File: src/rtl/hamming_enc_stream.sv
// hamming_enc_stream
// Byte-stream Hamming(7,4) encoder. Each accepted byte is split into two
// nibbles (low first); each nibble is presented as a registered 7-bit
// codeword on a valid/ready output. An optional per-byte error-injection
// position flips one codeword bit after parity generation so a downstream
// decoder's correction path can be exercised.
//
// Ports:
//   clk           sole clock, rising edge
//   rst_n         asynchronous active-low reset
//   in_data       byte to encode
//   in_valid      in_data is valid
//   in_ready      byte accepted this cycle (combinational from state/out_ready)
//   inj_pos       0: no injection, 1..7: flip codeword bit inj_pos-1
//   out_codeword  registered 7-bit codeword, bit i = Hamming position i+1
//   out_valid     out_codeword is valid
//   out_ready     downstream consumes the codeword this cycle
//   out_last      high while the high-nibble codeword is presented
//   cw_count      wrapping count of codewords handed off
module hamming_enc_stream #(
  parameter int CNT_W = 16
) (
  input  logic             clk,
  input  logic             rst_n,
  input  logic [7:0]       in_data,
  input  logic             in_valid,
  output logic             in_ready,
  input  logic [2:0]       inj_pos,
  output logic [6:0]       out_codeword,
  output logic             out_valid,
  input  logic             out_ready,
  output logic             out_last,
  output logic [CNT_W-1:0] cw_count
);

  typedef enum logic [1:0] {
    EMPTY = 2'd0,
    LOW   = 2'd1,
    HIGH  = 2'd2
  } state_t;

  state_t     state;
  logic [3:0] hi_nib;
  logic [2:0] inj_hold;
  logic       accept;
  logic       handoff;

  // Data bits sit at positions 3,5,6,7; parity at 1,2,4.
  function automatic logic [6:0] encode(input logic [3:0] d);
    return {d[3], d[2], d[1], d[1] ^ d[2] ^ d[3],
            d[0], d[0] ^ d[2] ^ d[3], d[0] ^ d[1] ^ d[3]};
  endfunction

  function automatic logic [6:0] inject(input logic [6:0] cw, input logic [2:0] pos);
    logic [6:0] mask;
    mask = (pos == 3'd0) ? 7'd0 : (7'd1 << (pos - 3'd1));
    return cw ^ mask;
  endfunction

  // A new byte can enter when nothing is held, or when the final codeword
  // of the current byte leaves on this same edge (no bubble).
  assign in_ready = (state == EMPTY) || ((state == HIGH) && out_ready);
  assign accept   = in_valid && in_ready;
  assign handoff  = out_valid && out_ready;

  // Held byte payload: only consulted while state != EMPTY, so no reset needed.
  always_ff @(posedge clk) begin
    if (accept) begin
      hi_nib   <= in_data[7:4];
      inj_hold <= inj_pos;
    end
  end

  // Control FSM with registered outputs.
  always_ff @(posedge clk or negedge rst_n) begin
    if (!rst_n) begin
      state        <= EMPTY;
      out_codeword <= 7'd0;
      out_valid    <= 1'b0;
      out_last     <= 1'b0;
    end else begin
      case (state)
        EMPTY: begin
          if (in_valid) begin
            state        <= LOW;
            out_codeword <= inject(encode(in_data[3:0]), inj_pos);
            out_valid    <= 1'b1;
            out_last     <= 1'b0;
          end
        end
        LOW: begin
          if (out_ready) begin
            state        <= HIGH;
            out_codeword <= inject(encode(hi_nib), inj_hold);
            out_last     <= 1'b1;
          end
        end
        HIGH: begin
          if (out_ready) begin
            if (in_valid) begin
              state        <= LOW;
              out_codeword <= inject(encode(in_data[3:0]), inj_pos);
              out_valid    <= 1'b1;
              out_last     <= 1'b0;
            end else begin
              state     <= EMPTY;
              out_valid <= 1'b0;
              out_last  <= 1'b0;
            end
          end
        end
        default: begin
          state     <= EMPTY;
          out_valid <= 1'b0;
          out_last  <= 1'b0;
        end
      endcase
    end
  end

  // Handoff counter, wraps naturally at 2^CNT_W.
  always_ff @(posedge clk or negedge rst_n) begin
    if (!rst_n) begin
      cw_count <= '0;
    end else if (handoff) begin
      cw_count <= cw_count + 1'b1;
    end
  end

endmodule

File: config.mk
export PLATFORM = sky130hd
export DESIGN_NAME = hamming_enc_stream
export DESIGN_NICKNAME = d
export VERILOG_FILES = /design/src/rtl/hamming_enc_stream.sv
export SDC_FILE = /design/constraint.sdc
export NUM_CORES = 1
export LEC_CHECK = 0
export CORE_MARGIN = 4
export CORE_UTILIZATION = 40
export CTS_CLUSTER_DIAMETER = 60
export DETAILED_ROUTE_END_ITERATION = 7
export GPL_TIMING_DRIVEN = 0
export PLACE_DENSITY = 0.67
export SYNTH_ARGS = -nofsm -noshare
export SYNTH_HDL_FRONTEND = slang
export SYNTH_SLANG_ARGS = --single-unit
File: constraint.sdc
create_clock -name clk -period 3.4 [get_ports clk]
set_clock_uncertainty 0.05 [all_clocks]
set_input_delay 0.68 -clock clk [delete_from_list [all_inputs] [get_ports clk]]
set_output_delay 0.68 -clock clk [all_outputs]
set_load 0.02 [all_outputs]
==> out/summary.txt <==
status - finished clean
Synth async-reset ratio - 0.788
Max Cap Violations - 0
IO Pins - 41
die area - 5450 um^2
Area growth, synth to finish - 32.0%
Die Ht - 73.8 um
period utilization - 0.738
Post-Route WL - 3430 um
RSZ-0062 raised after global routing - false
Pre-Repair DR Iteration Count - 4
worst slack, placed - 0.888 ns
GRT Overall Usage - 0.141
vias per cell - 5.08
CTS resizes - 0
clk sinks - 33
Antenna Nets Post-Route - 0
Post-Syn Area - 1730 um^2
number of synthesized flops with an enable pin - 7
TNS Setup - 0 ns
max-slew violations - 0
H-Tree Level Count - 2
Final nets - 210
CP Capture Type - primary output
most numerous cell in the Yosys netlist - dfrtp_1
Final Wtd Congestion - 0.798
Main synth FF type - dfrtp_1
Reg power frac - 0.390
final hold slack - 0.430 ns
worst hold path class - reg2reg
dpl cell area - 2180 um^2
Synth Instances - 148
antenna violations before repair - 0
share of layout cells above drive strength 1 - 0.0872
worst rel slew slack - 0.203
overall power - 1.59 mW
first-pass GRT wire length - 5910 um
switch share - 0.354
Synth Warn # - 0
Skew-Pair Late Insertion Delay - 0.28 ns
Fin. Hold Viols - 0
port bufs - 39
worst-path maximum fanout - 8
GR Overflow Total - 0
min Tclk post-route - 2.51 ns
initial DRC count - 41
drt wl/cell - 14.0 um
Final WS setup - 0.892 ns
clock power share - 0.202
postcts setup bufs - 0
flops & latches, synth - 33
syn nets - 164
Post-CTS Hold Fix Bufs - 0
pin count of the biggest net entering global routing - 27
P_int - 1.03 mW
Least-Margin Pin Slew - 1.19 ns
final setup vio count - 0
Syn Area/Cell - 11.7 um^2
ant diodes - 0
Logic pwr share - 0.408
P_sw - 564 uW
Synth top area share - 0.376
Leak Pwr - 0.953 nW
Vias - 1245
Core Footprint - 4090 um^2
fmax - 0.399 GHz
vias in the first global route - 1311
Starting Density - 0.424
Area contributors post-synth - dfrtp_1, edfxtp_1, xnor2_1
Die X - 73.8 um
clock tree root driver cell - clkbuf_8
critical path required time - 2.67 ns
DRC - 0
Post-synth top cells - dfrtp_1, xnor2_1, nand2_1
Distinct cells, synth - 32
post-synthesis sequential area ratio - 0.497
Setup CP Type - in2out
startpoint types - input port
largest area contributor in the netlist - dfrtp_1
CTS Buf Count - 5
Worst EP arrival - 1.78 ns
power per standard cell area - 696 nW/um^2
worst vdd ir - 0.000430 V
Site Rows - 23
post-layout instance area - 2290 um^2
CTS tree - built
internal reg-to-reg setup slack - 1.80 ns
deepest clock path buffer count - 2
clk slew on worst S/H paths - 0.07 ns
detailed placer's ending HPWL - 2620 um
power by group through the flow:
| stage | registers [mW] | clock network [mW] | logic [mW] |
|---|---|---|---|
| final | 0.620 | 0.322 | 0.650 |
| after detailed placement | 0.629 | 0 | 0.658 |
| after global routing | 0.641 | 0.351 | 0.709 |
| after CTS | 0.622 | 0.330 | 0.663 |
| after floorplan | 0.714 | 0 | 0.286 |
| after global placement | 0.620 | 0 | 0.646 |
worst max-delay path: stages:
cell and delay [ns]:
buf_2 0.16, nand2b_1 0.19, nor2b_1 0.14, clkdlybuf4s50_1 0.61
layout by cell type, fill, tap and decap left out, types with 2 or more instances in the layout:
master           netlist  layout
a221o_1                3       3
and2_1                 2       2
and3_1                 2       2
buf_2                  2       2
clkbuf_8               0       7
clkdlybuf4s50_1        0      39
dfrtp_1               26      26
edfxtp_1               7       7
mux2i_1                5       5
nand2_1               14      14
nand2b_1               2       2
nand3_1                6       6
nand3b_1               6       6
nand4_1                4       4
nor2_1                 5       5
nor2b_1                3       3
nor3_1                 3       3
nor3b_1                5       5
o21ai_0                6       6
xnor2_1               23      23
xnor3_1                4       4
xor2_1                 8       8
per-layer routing:
layer,vias to the layer above,share of wire,track usage
met2,37,0.49,0.242
met4,0,0.0090,0.0483
li1,605,-,-
met3,7,0.062,0.0356
met5,-,0,0
met1,596,0.44,0.170
worst paths after layout:
kind,endpoint,start,cells past startpoint
setup / recovery,in_ready,out_ready,4
max in group asynchronous,cw_count[11],rst_n,1
min in group asynchronous,cw_count[5],rst_n,1
hold / removal,out_codeword[5],out_codeword[5],2
hold reg to reg,out_codeword[5],out_codeword[5],2
setup reg to reg,out_codeword[3],hi_nib[2],4
cell type report:
class / instances / area [um^2]
fill: 359 / 1800
sequential: 33 / 861
multi-input combinational: 110 / 848
timing repair buffer: 39 / 390
clock buffer: 7 / 96.3
tap: 50 / 62.6
buffer: 4 / 18.8
clock inverter: 1 / 5.00
inverter: 1 / 3.75
stage by stage:
step,std cells,util
6_report,245,0.559
5_1_grt,245,0.559
4_1_cts,245,0.559
3_5_place_dp,237,0.535
3_3_place_gp,237,0.535
2_1_floorplan,148,-
flip-flops by register name, indices dropped and copies added (netlist names):
| signal | count |
|---|---|
| inj_hold | 3 |
| hi_nib | 4 |
| out_valid | 1 |
| out_last | 1 |
| state | 1 |
| out_codeword | 7 |
| cw_count | 16 |
cells by family (layout without fill, tap and decap cells):
kind of cell             after synthesis  after routing  share of synthesized area
AND/OR/NAND/NOR                       56             56                      0.184
XOR/XNOR                              36             36                      0.218
flip-flops                            33             33                      0.497
AO/OA/AOI/OAI                         11             11                     0.0455
multiplexers                           6              6                     0.0354
buffers and inverters                  5             52                     0.0130
adder cells (fa/ha/maj)                1              1                    0.00722
Power figures use the tool's default switching activity.
